[config.mk]
export PLATFORM = sky130hd
export DESIGN_NAME = seq_adder_sched
export DESIGN_NICKNAME = d
export VERILOG_FILES = /design/src/rtl/seq_adder_sched.sv
export SDC_FILE = /design/constraint.sdc
export NUM_CORES = 1
export LEC_CHECK = 0
export ABC_AREA = 1
export BUFFER_PORTS_ARGS = -buffer_cell sky130_fd_sc_hd__buf_4
export CORE_AREA = 5 5 529 531
export CTS_BUF_LIST = sky130_fd_sc_hd__clkbuf_4
export CTS_CLUSTER_SIZE = 14
export DETAILED_ROUTE_END_ITERATION = 8
export DIE_AREA = 0 0 534 536
export PLACE_DENSITY = 0.3
export REMOVE_ABC_BUFFERS = 1
export SYNTH_ARGS = -nofsm -noshare
export SYNTH_HDL_FRONTEND = slang
export SYNTH_SLANG_ARGS = --single-unit
[constraint.sdc]
create_clock -name clk -period 2.8 [get_ports clk]
set_clock_uncertainty 0.15 [all_clocks]
set_input_delay 0.7 -clock clk [delete_from_list [all_inputs] [get_ports clk]]
set_output_delay 0.7 -clock clk [all_outputs]
set_load 0.05 [all_outputs]
[src/rtl/seq_adder_sched.sv]
// rtl/seq_adder_sched.sv - round-robin scheduler sharing one registered signed adder among requesters
module seq_adder_sched #(
  parameter int WIDTH = 112,
  parameter int NREQ  = 4,
  parameter int IDW   = $clog2(NREQ)
) (
  input  logic                  clk,
  input  logic                  rst,
  input  logic [NREQ-1:0]       req_valid,
  output logic [NREQ-1:0]       req_ready,
  input  logic [NREQ*WIDTH-1:0] req_a,
  input  logic [NREQ*WIDTH-1:0] req_b,
  output logic                  add_en,
  output logic [WIDTH-1:0]      add_in1,
  output logic [WIDTH-1:0]      add_in2,
  input  logic [WIDTH-1:0]      add_out,
  output logic                  rsp_valid,
  output logic [IDW-1:0]        rsp_id,
  output logic [WIDTH-1:0]      rsp_sum,
  input  logic [NREQ-1:0]       rsp_ready,
  output logic                  busy
);

  typedef enum logic {
    IDLE = 1'b0,
    RESP = 1'b1
  } state_t;

  // NREQ in the index width plus one bit so modular wrap compares never truncate
  localparam logic [IDW:0] NREQ_W = (IDW+1)'(NREQ);

  state_t         state_q, state_d;
  logic [IDW-1:0] ptr_q, ptr_d;
  logic [IDW-1:0] rsp_id_q, rsp_id_d;

  logic [WIDTH-1:0] a_arr [NREQ];
  logic [WIDTH-1:0] b_arr [NREQ];
  logic             found;
  logic [IDW-1:0]   winner;
  logic             slot_free;
  logic             grant;

  for (genvar i = 0; i < NREQ; i++) begin : g_unpack
    assign a_arr[i] = req_a[i*WIDTH +: WIDTH];
    assign b_arr[i] = req_b[i*WIDTH +: WIDTH];
  end

  // Scan requesters starting at the round-robin pointer; first valid one wins
  always_comb begin
    logic [IDW:0] s;
    found  = 1'b0;
    winner = '0;
    s      = '0;
    for (int k = 0; k < NREQ; k++) begin
      s = {1'b0, ptr_q} + (IDW+1)'(k);
      if (s >= NREQ_W) s = s - NREQ_W;
      if (!found && req_valid[s[IDW-1:0]]) begin
        found  = 1'b1;
        winner = s[IDW-1:0];
      end
    end
  end

  // The adder register may be overwritten only when nothing is held or the holder consumes now;
  // grants are suppressed during reset so the adder and requesters see a quiet interface
  always_comb begin
    slot_free = (state_q == IDLE) || rsp_ready[rsp_id_q];
    grant     = !rst && slot_free && found;
    req_ready = grant ? (NREQ'(1) << winner) : '0;
    add_en    = grant;
    add_in1   = grant ? a_arr[winner] : '0;
    add_in2   = grant ? b_arr[winner] : '0;
  end

  // Next-state: a grant loads a new owner; a consume with no grant returns to idle
  always_comb begin
    logic [IDW:0] nx;
    state_d  = state_q;
    ptr_d    = ptr_q;
    rsp_id_d = rsp_id_q;
    nx       = {1'b0, winner} + 1'b1;
    if (nx == NREQ_W) nx = '0;
    if (grant) begin
      state_d  = RESP;
      rsp_id_d = winner;
      ptr_d    = nx[IDW-1:0];
    end else if (state_q == RESP && rsp_ready[rsp_id_q]) begin
      state_d = IDLE;
    end
  end

  // State, pointer and owner registers; reset drops any outstanding response
  always_ff @(posedge clk) begin
    if (rst) begin
      state_q  <= IDLE;
      ptr_q    <= '0;
      rsp_id_q <= '0;
    end else begin
      state_q  <= state_d;
      ptr_q    <= ptr_d;
      rsp_id_q <= rsp_id_d;
    end
  end

  assign rsp_valid = (state_q == RESP);
  assign rsp_id    = rsp_id_q;
  assign rsp_sum   = add_out;
  assign busy      = rsp_valid | (|req_valid);

endmodule

* Word level (Yosys, flattened, before mapping)
Cells that the tools add are included.
W data, S select, Z words.
** Word-level totals
- Input port bits :: 1018
- Latch bits :: 0
- Bits in read-only memories :: 0
- Word-level logic and storage cells :: 73
- Memories kept :: 0
- RAM bits :: 0
- Register bits after elaboration :: 5
** Operators by class
- Add/sub/neg operators :: 8
- Reduce and logical (&&, ||, !) cells :: 13
- Mux-type cells :: 34
- Equality and inequality tests :: 1
- Magnitude comparators :: 10
- Shift operators :: 1
- Bitwise gates (word level) :: 3
- Divide/modulo/power cells :: 0
- $mul :: 0
** Operators by type and width (count)
- $mux W112 :: 6
- $bmux W112 S2 :: 2
- $mux W2 :: 9
- $lt A2 B3 Y1 const B :: 5
- $ge A3 B3 Y1 const B :: 4
- $mux W1 :: 11
- $bmux W1 S2 :: 5
- $sub A2 B1 Y2 const B :: 4
- $add A2 B1 Y3 const B :: 2
- $add A2 B2 Y3 const B :: 2
- $logic_and A1 B1 Y1 :: 6
- $logic_not A1 Y1 :: 4
- $mux W4 :: 1
- $reduce_or A4 Y1 :: 1
- $shl A1 B2 Y4 const A :: 1
- $eq A3 B3 Y1 const B :: 1
- $ge A2 B3 Y1 const B :: 1
- $not A2 Y3 :: 1
- $reduce_bool A2 Y1 :: 1
- $logic_or A1 B1 Y1 :: 1
- $not A1 Y1 :: 1
- $or A1 B1 Y1 :: 1

* Longest topological paths before layout
Gate-level depths: netlist of the first run.
- Depth in word-level cells :: 19
- Mapped depth :: 16
- Depth with buffers taken out :: 14

* Worst setup path before layout of the first run
No wires, ideal clock.
- Kind :: input to output
- From :: input req_valid[3]
- To :: output add_in2[106]
- Data required time :: 1.950 ns
- Path slack :: -0.908 ns
- Data arrival time :: 2.858 ns
- Stages :: 11
- Cell sequence :: inv_1 nand2_1 nand3_1 nand2_1 inv_2 nand3_2 nand3_4 buf_4 buf_2 o21ai_0 o21ai_0
** Between the ends
- Word-level cells in the longest chain between the ends :: 17
** RTL lines
- start: declaration :: RTL line 9 : input logic [NREQ-1:0] req_valid,
- $bmux W1 S2 :: RTL line 57 : if (!found && req_valid[s[IDW-1:0]]) begin
- $mux W1 (not written as such) :: RTL line 57
- $mux W1 :: RTL line 57
- $logic_not A1 Y1 :: RTL line 57
- $logic_and A1 B1 Y1 :: RTL line 57
- $mux W1 :: RTL line 57
- $logic_not A1 Y1 :: RTL line 57
- $logic_and A1 B1 Y1 :: RTL line 57
- $mux W1 :: RTL line 57
- $logic_not A1 Y1 :: RTL line 57
- $logic_and A1 B1 Y1 :: RTL line 57
- $mux W2 :: RTL line 57
- $not A2 Y3 (not written as such) :: RTL line 72 : add_in2 = grant ? b_arr[winner] : '0;
- $bmux W112 S2 :: RTL line 72
- $mux W112 (not written as such) (2 in a row) :: RTL line 72
- $mux W112 * :: RTL line 72
- end: declaration :: RTL line 15 : output logic [WIDTH-1:0] add_in2,
Every way passes the cells marked *; elsewhere a longest branch is shown, timed or not. The select of a mux whose other input is x is not followed.

* Final worst setup path of the first run
- From :: input req_valid[3]
- To :: output add_in2[28]
Same word-level chain as after synthesis.

==> results.py, run 1 <==
metrics = {
    "logic_synthesis": {
        "yosysTopAreaCellShare_pct": 50.3,
        "synth_area_leaders": "nand2_1, buf_4, nand4_1",
        "yosysUniqueCellTypes": 27,
        "syn_avg_cell_area_um2": 4.40,
        "syn_inst": 2430,
        "ys_seq_area_share_pct": 0.935,
        "synthesis.area_um2": 10700,
        "ys_seq_elements": 5,
        "ys_warn_count": 0,
        "synth_largest_area_cell": "nand2_1",
    },
    "detailed_routing": {
        "drt-pass1-iter-count": 5,
        "drt-initial-drc-count": 807,
        "finalWirelength_mm": 190,
        "drtAntennaViolNets": 0,
        "vias_per_cell": 2.93,
        "wire_per_inst_um": 26.3,
        "vias": 21200,
        "drc_errors": 0,
    },
    "cells_and_area": {
        "layout_commonest_cell": "nand2_1",
        "finalCoreUtilization_pct": 10.7,
        "register_area_um2": 108,
        "finalNonFillerCells": 7226,
        "multi_input_area_um2": 9560,
        "fin_nets": 4620,
        "syn_to_final_growth_pct": 175,
        "fillerInstances": 32500,
        "drive_gt1_share_pct": 51.5,
        "mostFrequentLayoutCells": "nand2_1, buf_4, inv_1, nand2_2, buf_6",
    },
    "pwr": {
        "intPower_uw": 14900,
        "p_comb_share_pct": 99.4,
        "pwr-share-seq_pct": 0.4,
        "clock_power_share_pct": 0.2,
        "p_switching_uw": 22700,
        "cellLeakagePower_uw": 0.0148,
        "switching_share_pct": 60.5,
        "ir_drop_mv": 0.657,
        "powerDensity_nw_per_um2": 1280,
    },
    "die": {
        "fp.dieW_um": 534,
        "coreArea_um2": 275000,
        "dieArea_um2": 286000,
        "fp.dieH_um": 536,
        "fp-row-count": 193,
        "initial_utilization_pct": 3.89,
        "io_pins": 1363,
    },
    "global_routing": {
        "grt_pass1_vias": 21400,
        "track_usage_pct": 12.0,
        "grt_pass1_wl_mm": 227,
        "grt_overflow": 0,
        "grt_max_degree": 66,
        "antenna_found_initial": 124,
    },
    "timing": {
        "grt_setup_unrepaired": "true",
        "slew_headroom_pct": 63.3,
        "worst_slew_pin_slew_ps": 550,
        "fmax_mhz": 275,
        "period_minus_slack_ps": 3640,
        "finalSetupViolCount": 230,
        "slew_violations": 0,
        "post-route-period-util_pct": 130,
        "finalSetupTns_ps": -162300,
        "hold_viol": 0,
        "setup_ws_ps": -837,
    },
    "setup_path": {
        "worstPathRequired_ps": 1950,
        "critPathLaunchType": "primary input",
        "crit_arrival_ps": 2790,
        "path_max_fanout": 12,
        "cp-end-kind": "primary output",
        "worst-setup-path-type": "in -> out",
    },
    "clock_network": {
        "clkSinkCount": 5,
        "numCtsBuffers": 3,
        "cts_tree": "done",
        "path_clk_slew_ps": 40,
        "root_buffer": "clkbuf_4",
        "htreeDepth": 1,
        "clk_latency_ps": 250,
        "clockBufferDepth": 2,
    },
    "placement": {
        "numPortBuffers": 1138,
        "gp_routability_congestion": 0.944,
        "hpwlAfterDp_mm": 153,
        "dp.cells": 7100,
    },
    "min_path": {
        "hold_path_class": "reg -> reg",
    },
    "status": {
        "status": "finished, violations left",
        "violations": "setup timing",
    },
    "flow_run": {
        "cap_violations": 0,
    },
}
-- final cells by class --
cell class	count	area share [%]
inverter	231	3.12
multi-input combinational	1895	32.5
timing repair inverter	1	0.0382
clock buffer	4	0.102
tap	3607	15.3
sequential	5	0.365
antenna	22	0.187
timing repair buffer	1461	48.4
-- worst max-delay path, stage by stage --
cell and delay [ps]:
buf_8 110, inv_6 60, nand2_2 50, nand2_2 80, nand2_2 50, nand2_2 80
nand2_4 60, buf_6 110, nand3_4 70, nand3_4 120, buf_12 180, buf_16 180
buf_16 160, buf_8 140, buf_6 120, nand2_1 40, o21ai_1 50, o21ai_1 160
buf_6 180
-- synth_stat cells --
library cell  number
nor2_2             1
inv_1            223
ha_1               4
o31ai_1            1
nor2_8             1
buf_6              1
nand2_1         1434
inv_2              8
nand3_2            2
o211ai_1           2
buf_1              6
clkbuf_2           1
nand2_2            3
nor2_4             1
nand4_1          152
nand3_4            1
clkbuf_1          68
a21oi_1           80
o21ai_1           69
dfxtp_1            5
nor2_1             5
buf_4            145
buf_2             78
o21ai_0           56
nand3_1           81
or2_1              1
or2_2              1
-- metal layers --
metal  vias to the layer above  track usage [%]  share of wire [%]
li1                       9783                -                  -
met1                      9840             13.4                 39
met2                      1218             20.6                 47
met3                       230             6.16                 12
met4                        92             1.50                1.7
met5                         -             1.77               0.65
-- power by group through the flow --
stage | combinational (uW) | clock, uW | sequential (uW)
6_report | 37300 | 93.0 | 133
5_1_grt | 39800 | 99.2 | 138
4_1_cts | 34000 | 94.3 | 130
3_5_place_dp | 28100 | 0 | 124
3_3_place_gp | 28200 | 0 | 126
2_1_floorplan | 12700 | 0 | 167
-- repair_timing --
action	CTS	global route
setup endpoints to repair	231	231
resized for setup	417	433
hold buffers	0	0
cloned	25	30
pin swaps	43	108
buffers inserted	35	22
-- logic make-up after synthesis --
group | count (synthesis) | share of synthesized area, %
AO/OA/AOI/OAI | 208 | 9.80
buffers and inverters | 530 | 24.7
flip-flops | 5 | 0.935
adder cells (fa/ha/maj) | 4 | 0.468
AND/OR/NAND/NOR | 1683 | 64.1
-- flip-flops by register name, indices dropped and copies added (netlist names) --
register   count
rsp_id         2
ptr_q          2
rsp_valid      1
-- worst paths after layout --
check | depth (start not counted) | startpoint | slack (ps) | endpoint
max | 19 | req_valid[3] | -840 | add_in2[28]
min reg2reg | 2 | ptr_q[0] | 370 | ptr_q[0]
max reg2reg | 17 | ptr_q[0] | 80 | ptr_q[1]
min | 2 | ptr_q[0] | 370 | ptr_q[0]
-- stage by stage --
step	setup slack, ps	total power [uW]	area [um^2]	hold WS [ps]
after floorplan	-9870	12800	8930	357
after global placement	-1550	28400	24500	389
after detailed placement	-1560	28200	24500	377
after CTS	-887	34200	27100	379
after global routing	-951	40100	29400	414
final	-837	37600	29400	372
Note: power is estimated with default switching activity, not from simulation.
==> inputs of run 2 (changes only) <==
Settings changed: SETUP_SLACK_MARGIN from default to 0.3.
==> run 2 against run 1 <==
The run still ends with setup timing left; utilization increased by 0.097 points; non-clock buffer count increased by 26; fmax decreased by 1.9%; count of clock-buffer cells in the layout unchanged; first-iteration DRC count increased by 8.4%; critical path depth decreased by 1; wire length decreased by 0.83%; register-to-register slack got worse by 40 ps; final cell count increased by 0.29%; flip-flop and latch count unchanged; die area unchanged; largest power group unchanged; setup slack got worse by 70 ps.
==> results.py, run 2 (synthesis results as in run 1) <==
metrics = {
    "setup_path": {
        "cp-startpoint": "req_valid[3]",
        "worst-setup-path-type": "in -> out",
        "crit_family": "buffers and inverters",
        "rrSetupSlack_ps": 40,
        "crit_buf_inv": 9,
        "worstPathRequired_ps": 1950,
        "cp-end-kind": "primary output",
        "crit-reg2reg-launch": "ptr_q[0]",
        "critPathLaunchType": "primary input",
        "max_stage_delay_ps": 240,
        "cp.depth": 18,
        "reg2reg_to": "ptr_q[1]",
        "path_cells": "buf_8 -> inv_8 -> nand2_4 -> nand2_2 -> nand2_2 -> nand2_2 -> nand2_4 -> buf_6 -> nand3_4 -> nand3_4 -> buf_12 -> buf_16 -> buf_16 -> buf_12 -> o21ai_4 -> buf_6 -> o21ai_2 -> buf_6",
        "timing.critical_path.to": "add_in2[7]",
        "rr_worst_depth": 18,
        "path_max_fanout": 6,
        "crit_arrival_ps": 2860,
        "slowest_stage": "o21ai_4",
    },
    "global_routing": {
        "grt-busiest-layer": "met2",
        "grt_pass1_wl_mm": 229,
        "antenna_found_initial": 112,
        "grt_max_degree": 66,
        "met1_usage_pct": 13.8,
        "grt_pass1_vias": 21500,
        "grtUsageMet3_pct": 6.05,
        "grt_overflow": 0,
        "use_met2_pct": 20.9,
        "track_usage_pct": 12.1,
    },
    "detailed_routing": {
        "drt-initial-drc-count": 875,
        "drt-pass1-iter-count": 5,
        "vias": 21200,
        "drc_errors": 0,
        "drtAntennaViolNets": 0,
        "vias_per_cell": 2.93,
        "wire_per_inst_um": 26.0,
        "finalWirelength_mm": 188,
    },
    "timing": {
        "grt_setup_unrepaired": "true",
        "setup_ws_ps": -907,
        "post-route-period-util_pct": 132,
        "finalSetupTns_ps": -167450,
        "fmax_mhz": 270,
        "slew_headroom_pct": 64.5,
        "worst_hold_slack_ps": 372,
        "finalSetupViolCount": 230,
        "worst_slew_pin_slew_ps": 533,
        "period_minus_slack_ps": 3710,
        "slew_violations": 0,
        "hold_viol": 0,
    },
    "clock_network": {
        "clk_latency_ps": 240,
        "path_clk_slew_ps": 40,
        "root_buffer": "clkbuf_4",
        "clockBufferDepth": 2,
        "clkSinkCount": 5,
        "htreeDepth": 1,
        "cts_tree": "done",
        "numCtsBuffers": 3,
        "cts-hold-fix-buffers": 0,
    },
    "die": {
        "fp.dieW_um": 534,
        "dieArea_um2": 286000,
        "initial_utilization_pct": 3.89,
        "io_pins": 1363,
        "coreArea_um2": 275000,
        "fp-row-count": 193,
        "fp.dieH_um": 536,
    },
    "pwr": {
        "powerDensity_nw_per_um2": 1260,
        "ir_drop_mv": 0.626,
        "finalPower_uw": 37500,
        "cellLeakagePower_uw": 0.0151,
    },
    "cells_and_area": {
        "finalNonFillerCells": 7247,
        "layout_commonest_cell": "nand2_1",
        "fillerInstances": 32500,
        "syn_to_final_growth_pct": 178,
        "drive_gt1_share_pct": 50.8,
        "fin_nets": 4646,
        "mostFrequentLayoutCells": "nand2_1, buf_4, inv_1, buf_6, nand2_2",
    },
    "placement": {
        "hpwlAfterDp_mm": 153,
        "numPortBuffers": 1138,
        "dp.cells": 7100,
        "gp_routability_congestion": 0.944,
    },
    "status": {
        "violations": "setup timing",
        "status": "finished, violations left",
    },
    "flow_run": {
        "cap_violations": 0,
    },
    "min_path": {
        "hold_path_class": "reg -> reg",
    },
}
run 2: cell count changes in the layout (fill, tap and decap cells not counted), sizes merged:
cell    previous run  this run
buf             1431      1459
bufbuf             4        10
clkbuf            30        22
diode             22        17
run 2: area by class of cell:
type	count	area, um^2	area share [%]
inverter	231	931	3.13
timing repair inverter	1	8.76	0.0295
tap	3607	4510	15.2
antenna	17	42.5	0.143
clock buffer	4	30.0	0.101
sequential	5	108	0.362
timing repair buffer	1487	14600	49.2
multi-input combinational	1895	9470	31.9
run 2: worst min-delay path by stage:
stage,start,end,cells after the start
2_1_floorplan,ptr_q[1],ptr_q[1],2
3_3_place_gp,ptr_q[0],ptr_q[0],2
3_5_place_dp,ptr_q[0],ptr_q[0],2
4_1_cts,ptr_q[0],ptr_q[0],2
5_1_grt,ptr_q[0],ptr_q[0],2
6_report,ptr_q[0],ptr_q[0],2
run 2: timing repair:
item,4_1_cts,5_1_grt
setup buffers,49,25
pin swaps,80,90
resized for setup,504,334
cloned,33,19
setup endpoints to repair,232,232
run 2: where the power goes:
group	internal [uW]	switching [uW]	total, uW
clock	63.4	28.3	91.7
sequential	102	34.2	136
combinational	15000	22400	37300
total	15100	22400	37500
run 2: worst reg2reg max path, cell delays in order, from the launching register on:
cell and delay, ps:
dfxtp_4 360, buf_6 140, buf_6 130, nand2_4 50, nand2_2 50, nand2_2 50
nand2_2 60, nand2_4 70, buf_6 100, nand3_4 80, nand3_4 150, buf_12 180
clkinv_16 160, buf_16 170, buf_12 140, buf_8 150, ha_4 230, o21ai_0 170
a21oi_1 60
run 2: layer usage:
layer	vias to the layer above	share of wire [%]
met5	-	0.60
met4	76	1.3
met3	211	11
met2	1241	48
met1	9842	39
li1	9841	-
run 2: metrics by stage:
step | utilization, % | area, um^2 | setup slack [ps]
2_1_floorplan | - | 8930 | -9870
3_3_place_gp | 8.89 | 24500 | -1550
3_5_place_dp | 8.89 | 24500 | -1560
4_1_cts | 10.1 | 27700 | -908
5_1_grt | 10.8 | 29700 | -983
6_report | 10.8 | 29700 | -907
